### config.mk
export PLATFORM = sky130hd
export DESIGN_NAME = collision_detector
export DESIGN_NICKNAME = d
export VERILOG_FILES = /design/src/rtl/collision_detector.sv
export SDC_FILE = /design/constraint.sdc
export NUM_CORES = 1
export LEC_CHECK = 0
export ABC_AREA = 1
export CAP_MARGIN = 10
export CORE_MARGIN = 5
export CORE_UTILIZATION = 40
export CTS_BUF_LIST = sky130_fd_sc_hd__clkbuf_16
export DETAILED_ROUTE_END_ITERATION = 10
export DONT_BUFFER_PORTS = 1
export PLACE_DENSITY_LB_ADDON = 0.3
export SLEW_MARGIN = 20
export SYNTH_ARGS = -nofsm -noshare
export SYNTH_HDL_FRONTEND = slang
export SYNTH_SLANG_ARGS = --single-unit
### constraint.sdc
create_clock -name i_Clk -period 2.1 [get_ports i_Clk]
set_clock_uncertainty 0.15 [all_clocks]
set_input_delay 0.63 -clock i_Clk [delete_from_list [all_inputs] [get_ports i_Clk]]
set_output_delay 0.63 -clock i_Clk [all_outputs]
set_load 0.05 [all_outputs]
### src/rtl/collision_detector.sv
// Frogger-style collision detector: registers per-lane player/car overlap,
// then a PLAY/HIT/GAME_OVER FSM counts lives and times invulnerability.
module collision_detector #(
    parameter int TILE_SIZE       = 32,
    parameter int C_LANE_BASE_ROW = 2,
    parameter int C_START_LIVES   = 3,
    parameter int C_INVULN_CYCLES = 12500000
) (
    input  logic       i_Clk,
    input  logic       i_Reset,
    input  logic [9:0] i_Car_X_0,
    input  logic [9:0] i_Car_X_1,
    input  logic [9:0] i_Car_X_2,
    input  logic [9:0] i_Car_X_3,
    input  logic [4:0] i_Player_X,
    input  logic [3:0] i_Player_Y,
    input  logic       i_Restart,
    output logic       o_Hit,
    output logic [1:0] o_Hit_Lane,
    output logic [3:0] o_Lives,
    output logic       o_Invulnerable,
    output logic       o_Game_Over
);

    typedef enum logic [1:0] {
        PLAY,
        HIT,
        GAME_OVER
    } state_e;

    localparam logic [10:0] TILE_W     = 11'(TILE_SIZE);
    localparam logic [3:0]  START_LIVE = 4'(C_START_LIVES);
    localparam logic [23:0] INV_LOAD   = 24'(C_INVULN_CYCLES - 1);

    state_e      state_q, state_d;
    logic [3:0]  flags_q, flags_d;
    logic [3:0]  lives_q, lives_d;
    logic [23:0] cnt_q, cnt_d;
    logic        hit_q, hit_d;
    logic [1:0]  lane_q, lane_d;

    logic [9:0]  px;
    logic [9:0]  car_x [4];
    logic [3:0]  overlap;
    logic [1:0]  low_lane;

    // 11-bit compares keep px+TILE and car+TILE from wrapping; touching edges fail '<'.
    always_comb begin
        car_x[0] = i_Car_X_0;
        car_x[1] = i_Car_X_1;
        car_x[2] = i_Car_X_2;
        car_x[3] = i_Car_X_3;
        px       = 10'(i_Player_X) * 10'(TILE_SIZE);
        overlap  = '0;
        for (int unsigned k = 0; k < 4; k++) begin
            if ((i_Player_Y == 4'(C_LANE_BASE_ROW + k)) &&
                ({1'b0, car_x[k]} < ({1'b0, px} + TILE_W)) &&
                ({1'b0, px} < ({1'b0, car_x[k]} + TILE_W))) begin
                overlap[k] = 1'b1;
            end
        end
    end

    always_comb begin
        if (flags_q[0])      low_lane = 2'd0;
        else if (flags_q[1]) low_lane = 2'd1;
        else if (flags_q[2]) low_lane = 2'd2;
        else                 low_lane = 2'd3;
    end

    always_comb begin
        state_d = state_q;
        flags_d = overlap;
        lives_d = lives_q;
        cnt_d   = cnt_q;
        hit_d   = 1'b0;
        lane_d  = lane_q;
        case (state_q)
            PLAY: begin
                if (|flags_q) begin
                    hit_d   = 1'b1;
                    lane_d  = low_lane;
                    lives_d = lives_q - 4'd1;
                    if (lives_q == 4'd1) begin
                        state_d = GAME_OVER;
                    end else begin
                        state_d = HIT;
                        cnt_d   = INV_LOAD;
                    end
                end
            end
            HIT: begin
                if (cnt_q == '0) state_d = PLAY;
                else             cnt_d   = cnt_q - 24'd1;
            end
            GAME_OVER: begin
                lives_d = '0;
                if (i_Restart) begin
                    state_d = PLAY;
                    lives_d = START_LIVE;
                    flags_d = '0;
                end
            end
            default: state_d = PLAY;
        endcase
    end

    always_ff @(posedge i_Clk) begin
        if (i_Reset) begin
            state_q <= PLAY;
            flags_q <= '0;
            lives_q <= START_LIVE;
            cnt_q   <= '0;
            hit_q   <= 1'b0;
            lane_q  <= '0;
        end else begin
            state_q <= state_d;
            flags_q <= flags_d;
            lives_q <= lives_d;
            cnt_q   <= cnt_d;
            hit_q   <= hit_d;
            lane_q  <= lane_d;
        end
    end

    assign o_Hit          = hit_q;
    assign o_Hit_Lane     = lane_q;
    assign o_Lives        = lives_q;
    assign o_Invulnerable = (state_q == HIT);
    assign o_Game_Over    = (state_q == GAME_OVER);

endmodule

==> results.yml, run 1 <==
status:
  outcome: "finished clean"
timing:
  rsz0062_at_grt: "false"
  fmax_ghz: 0.514
  timing.final.ws_setup_ns: 0.156
  hold_violations: 0
  setup_violations: 0
  tightest_slew_ns: 0.521
  period_share: 0.926
  maxSlewHeadroom: 0.652
  period_needed_ns: 1.94
  holdWs_ns: 0.264
  drv_slew: 0
synthesis:
  yosysUniqueCellTypes: 34
  ys_ff_latch: 37
  syn_nets: 634
  async_reset_ff_frac: 0
  ys_seq_area_frac: 0.210
  syn_avg_cell_area_um2: 6.54
  synth_flop_cell: "dfxtp_1"
  synth_warnings: 0
  synth_edf_count: 0
  synthesis.instances: 538
  netlist_area_mm2: 0.00352
setup_path:
  timing_worst_setup_path_type: "reg -> reg"
  worstReg2RegStart: "cnt_q[0]$_SDFFE_PP0P_"
  worst_ep_required_time_ns: 2.13
  worstPathMaxFanout: 24
  worstPathArrival_ns: 1.97
  cp_common_cell: "nand2_4"
  slowest_delay_ns: 0.34
  cp-start-kind: "flop"
  crit_path_top_delay_cell: "dfxtp_1"
  cp-startpoint: "cnt_q[0]$_SDFFE_PP0P_"
  end_kind: "flop"
  path_cells: "inv_1 > ha_1 > nand2_4 > nor2_8 > nand3_4 > nand2_4 > nand2_8 > o21ai_0 > nor2_1"
routing:
  drt-total-wl_mm: 8.76
  vias: 3482
  post-route-drc-count: 0
  drtPass1Iterations: 5
  wl_per_cell_um: 13.4
  viasPerCell: 5.31
  ant_nets: 0
  drtIter0Drc: 91
hold_path:
  min_from: "i_Reset"
  min_path_type: "in -> reg"
flow_run:
  cap_violations: 0
die:
  dieArea_mm2: 0.0108
  ioPinCount: 61
  num_rows: 34
  fp.dieH_um: 104
  initial_utilization: 0.408
  core_mm2: 0.00864
  fp.dieW_um: 104
global_route:
  grt_use_total: 0.163
  grt_start_max_net_pins: 27
  gr-total-overflow: 0
  grt_pass1_vias: 3251
  antenna_found_initial: 0
  grt_pass1_wl_mm: 15.0
clocking:
  worstSkewPairLatency_ns: 0.29
  cts_sinks: 37
  cts_tree: "done"
  cts.clk_slew.worst_paths_ns: 0.06
  cts-root-buf: "clkbuf_16"
  cts_buffers: 5
  htreeDepth: 2
  clk_path_buf_depth: 2
placement:
  pre_cts_ws_ns: -0.0235
  port_buffers: 0
  place_hpwl_mm: 6.92
  gp_congestion: 0.827
pwr:
  swShare: 0.384
  seqPwrFrac: 0.304
  clkPwrFrac: 0.288
  leakage_nw: 1.83
  p_comb_frac: 0.407
  p_per_area_mw_per_mm2: 680
  p_switching_mw: 1.01
  peakVddDrop_mv: 0.314
  internal_power_mw: 1.61
final_layout:
  num_antenna_cells: 0
  area_delta_synth_final_pct: 9.35
  fin_util: 0.446
  final_nets: 643
  drive_above_1_share: 0.0803
==> cell families (layout without fill, tap and decap cells) <==
group | count (synthesis) | in the layout | share of synthesized area
xor+xnor | 18 | 18 | 0.0448
buf+inv | 69 | 79 | 0.0857
simple gates | 316 | 316 | 0.416
fa+ha+maj | 44 | 44 | 0.156
compound gates | 54 | 54 | 0.0871
flops | 37 | 37 | 0.210
==> per-stage QoR <==
stage | TNS (ns) | power [mW] | std cells | area, µm²
after floorplan | 0 | 1.69 | 538 | 3520
after global placement | 0 | 1.84 | 645 | 3670
after detailed placement | -0.0235 | 1.87 | 645 | 3670
after CTS | 0 | 2.63 | 653 | 3820
after global routing | 0 | 2.86 | 656 | 3850
final | 0 | 2.62 | 656 | 3850
==> final timing paths <==
path,slack (ns),endpoint,cells past startpoint
setup / recovery,0.16,cnt_q[1]$_SDFFE_PP0P_,9
hold / removal,0.26,cnt_q[2]$_SDFFE_PP0P_,1
setup reg to reg,0.16,cnt_q[1]$_SDFFE_PP0P_,9
hold reg to reg,0.37,o_Hit_Lane[0]$_SDFFE_PP0P_,3
==> cell type report <==
| type | instances | area [µm²] |
|---|---|---|
| clock buffers | 5 | 125 |
| clock inverters | 3 | 21.3 |
| fillers | 920 | 4790 |
| inverters | 58 | 218 |
| multi-input cells | 432 | 2490 |
| flip-flops and latches | 37 | 741 |
| well taps | 108 | 135 |
| repair buffers | 13 | 123 |
==> power by group through the flow <==
stage | registers [mW] | clock network [mW] | logic, mW
3_5_place_dp | 0.812 | 0 | 1.06
2_1_floorplan | 0.806 | 0 | 0.883
3_3_place_gp | 0.811 | 0 | 1.03
4_1_cts | 0.796 | 0.771 | 1.06
5_1_grt | 0.803 | 0.816 | 1.24
6_report | 0.797 | 0.754 | 1.07
==> metal layers <==
layer,GRT usage,part of all wire
met5,0,0
met1,0.208,0.45
met3,0.0435,0.053
met2,0.275,0.49
met4,0.0342,0.010
==> registers in the layout, summed over array words and instances, names as in the netlist <==
register and count:
o_Lives 4, o_Hit_Lane 2, o_Hit 1, cnt_q 24
flags_q 4, state_q 2
==> critical path: cells and delay by family (launching register included) <==
kind	cells	cell delay, ns
simple gates	6	0.73
buf+inv	1	0.13
flops	1	0.34
compound gates	1	0.24
fa+ha+maj	1	0.24
==> repair_timing <==
| item | in CTS | in global routing |
|---|---|---|
| resized for setup | 0 | 1 |
| hold buffers | 0 | 0 |
| endpoints found under the setup margin | 0 | 2 |
| setup buffers | 0 | 3 |
==> cell usage after synthesis, types with 2 or more instances <==
cell type  number  area (µm²)
nand2_1       125         469
nor2_1         73         274
nand3_1        67         335
inv_1          57         214
ha_1           44         551
a21oi_1        38         190
dfxtp_1        37         741
nand3b_1       11        82.6
nand4_1        11        68.8
xor2_1         11        96.3
nor3_1         10        50.1
o21ai_0         7        35.0
xnor2_1         7        61.3
buf_2           4        20.0
nor2_2          4        25.0
nor2_4          4        45.0
clkbuf_1        3        11.3
nand2_4         3        33.8
or2_2           3        18.8
buf_6           2        22.5
buf_8           2        30.0
nand2_2         2        12.5
o21bai_1        2        15.0
==> layout by cell type (no fill, tap or decap), types with 5 or more instances in the layout <==
master     instances
xnor2_1            7
xor2_1            11
dfxtp_1           37
o21ai_0            7
buf_4             11
nor3_1            10
nand3_1           67
nand4_1           11
clkbuf_16          5
ha_1              44
a21oi_1           38
nand2_1          125
nand3b_1          11
nor2_1            73
inv_1             57
No activity file was read; power rests on OpenSTA's default activity.
==> inputs of run 2 (changes only) <==
CORE_MARGIN = 2   (was 5)
==> run 2 against run 1 <==
Against the previous run:
- register-to-register slack is essentially flat
- hold slack is essentially flat
- setup slack gained 0.0033 ns
- combinational power is essentially flat
- sequential power is essentially flat
- via count shrank 0.69%
==> results.yml, run 2 (synthesis gave the netlist of run 1 again) <==
timing:
  timing.final.ws_setup_ns: 0.159
  fmax_ghz: 0.515
  rsz0062_at_grt: "false"
  tightest_slew_ns: 0.533
  drv_slew: 0
  period_needed_ns: 1.94
  maxSlewHeadroom: 0.644
  period_share: 0.924
  setup_violations: 0
  hold_violations: 0
clocking:
  cts_sinks: 37
  worstSkewPairLatency_ns: 0.28
  cts_tree: "done"
  cts-root-buf: "clkbuf_16"
  cts_buffers: 5
  cts.clk_slew.worst_paths_ns: 0.06
  htreeDepth: 2
  cts_setup_buffers: 0
  clk_path_buf_depth: 2
global_route:
  grt_util_met1: 0.229
  grt_util_met3: 0.0387
  grt_pass1_vias: 3243
  grt_start_max_net_pins: 27
  gr-total-overflow: 0
  antenna_found_initial: 0
  met2_usage: 0.322
  grt_pass1_wl_mm: 14.8
  grt_use_total: 0.183
  grt.busiest_layer: "met2"
setup_path:
  timing_worst_setup_path_type: "reg -> reg"
  end_kind: "flop"
  worstPathArrival_ns: 1.96
  path_cells: "inv_1 > ha_2 > nand2_4 > nor2_8 > nand3_4 > nand2_4 > nand2_4 > o21ai_0 > nor2_1"
  worstPathMaxFanout: 24
  worst_ep_required_time_ns: 2.12
  cp_common_cell: "nand2_4"
  reg2regPathDepth: 9
  slowest_delay_ns: 0.33
  crit_path_top_delay_cell: "dfxtp_1"
  cp-start-kind: "flop"
final_layout:
  final_nets: 640
  regMostFlops: "cnt_q"
  num_antenna_cells: 0
  layout_commonest_cell: "nand2_1"
  largest_reg_flops: 24
  drive_above_1_share: 0.0752
  layout_common_cells: "nand2_1 (125), nor2_1 (73), nand3_1 (67)"
  area_delta_synth_final_pct: 8.75
die:
  num_rows: 34
  fp.dieW_um: 97.8
  dieArea_mm2: 0.00957
  initial_utilization: 0.408
  ioPinCount: 61
  fp.dieH_um: 97.8
  core_mm2: 0.00864
routing:
  vias: 3458
  drtIter0Drc: 142
  post-route-drc-count: 0
  ant_nets: 0
  wl_per_cell_um: 13.3
  drtPass1Iterations: 5
  drt-total-wl_mm: 8.70
  viasPerCell: 5.30
placement:
  pre_cts_ws_ns: -0.0854
  gp_congestion: 0.830
  place_hpwl_mm: 6.81
  port_buffers: 0
hold_path:
  min_path_type: "in -> reg"
  min_path_cells: 1
pwr:
  peakVddDrop_mv: 0.356
  totalPowerFinal_mw: 2.71
  leakage_nw: 1.81
  p_per_area_mw_per_mm2: 708
status:
  outcome: "finished clean"
flow_run:
  cap_violations: 0
run 2: changes by cell type in the layout (fill, tap and decap cells not counted):
cell / change
buf_12: -1
buf_4: -2
bufinv_16: +1
clkinv_1: +1
clkinv_2: -1
ha_1: -1
ha_2: +1
inv_6: -1
nand2_4: +1
nand2_8: -1
run 2: layout make-up:
| class | count | area (µm²) |
|---|---|---|
| fillers | 910 | 4810 |
| multi-input cells | 432 | 2480 |
| flip-flops and latches | 37 | 741 |
| inverters | 58 | 218 |
| well taps | 108 | 135 |
| clock buffers | 5 | 125 |
| repair buffers | 10 | 87.6 |
| clock inverters | 3 | 41.3 |
run 2: worst paths after layout:
path | start | slack [ns] | end
min | i_Reset | 0.26 | cnt_q[2]$_SDFFE_PP0P_
min reg2reg | flags_q[0]$_SDFF_PP0_ | 0.35 | o_Hit_Lane[0]$_SDFFE_PP0P_
max reg2reg | cnt_q[0]$_SDFFE_PP0P_ | 0.16 | cnt_q[0]$_SDFFE_PP0P_
max | cnt_q[0]$_SDFFE_PP0P_ | 0.16 | cnt_q[0]$_SDFFE_PP0P_
run 2: report_power, final:
part	internal, mW	total [mW]	switching, mW
sequential	0.742	0.798	0.0561
combinational	0.420	1.06	0.637
clock	0.556	0.856	0.300
total	1.72	2.71	0.993
run 2: repair_timing:
action	4_1_cts	5_1_grt
gates resized for setup	0	1
hold buffers	0	0
endpoints found under the setup margin	0	6
run 2: metrics by stage:
step | area, µm² | TNS (ns) | hold slack [ns] | cells | util
after floorplan | 3520 | 0 | 0.327 | 538 | -
after global placement | 3660 | -0.0866 | 0.353 | 645 | 0.424
after detailed placement | 3660 | -0.225 | 0.353 | 645 | 0.424
after CTS | 3820 | 0 | 0.260 | 653 | 0.443
after global routing | 3830 | 0 | 0.253 | 653 | 0.443
final | 3830 | 0 | 0.265 | 653 | 0.443
run 2: worst max-delay path, delay by kind of cell (launching register included):
family          cells  cell delay, ns
simple gates        6            0.67
flops               1            0.33
fa+ha+maj           1            0.29
compound gates      1            0.22
buf+inv             1            0.15
run 2: routing by layer:
metal | share of wire | routed length, µm | up-vias
met5 | 0 | 0 | -
met4 | 0.014 | 122 | 0
met3 | 0.059 | 514 | 11
met2 | 0.47 | 4110 | 91
met1 | 0.45 | 3960 | 1576
li1 | - | - | 1780
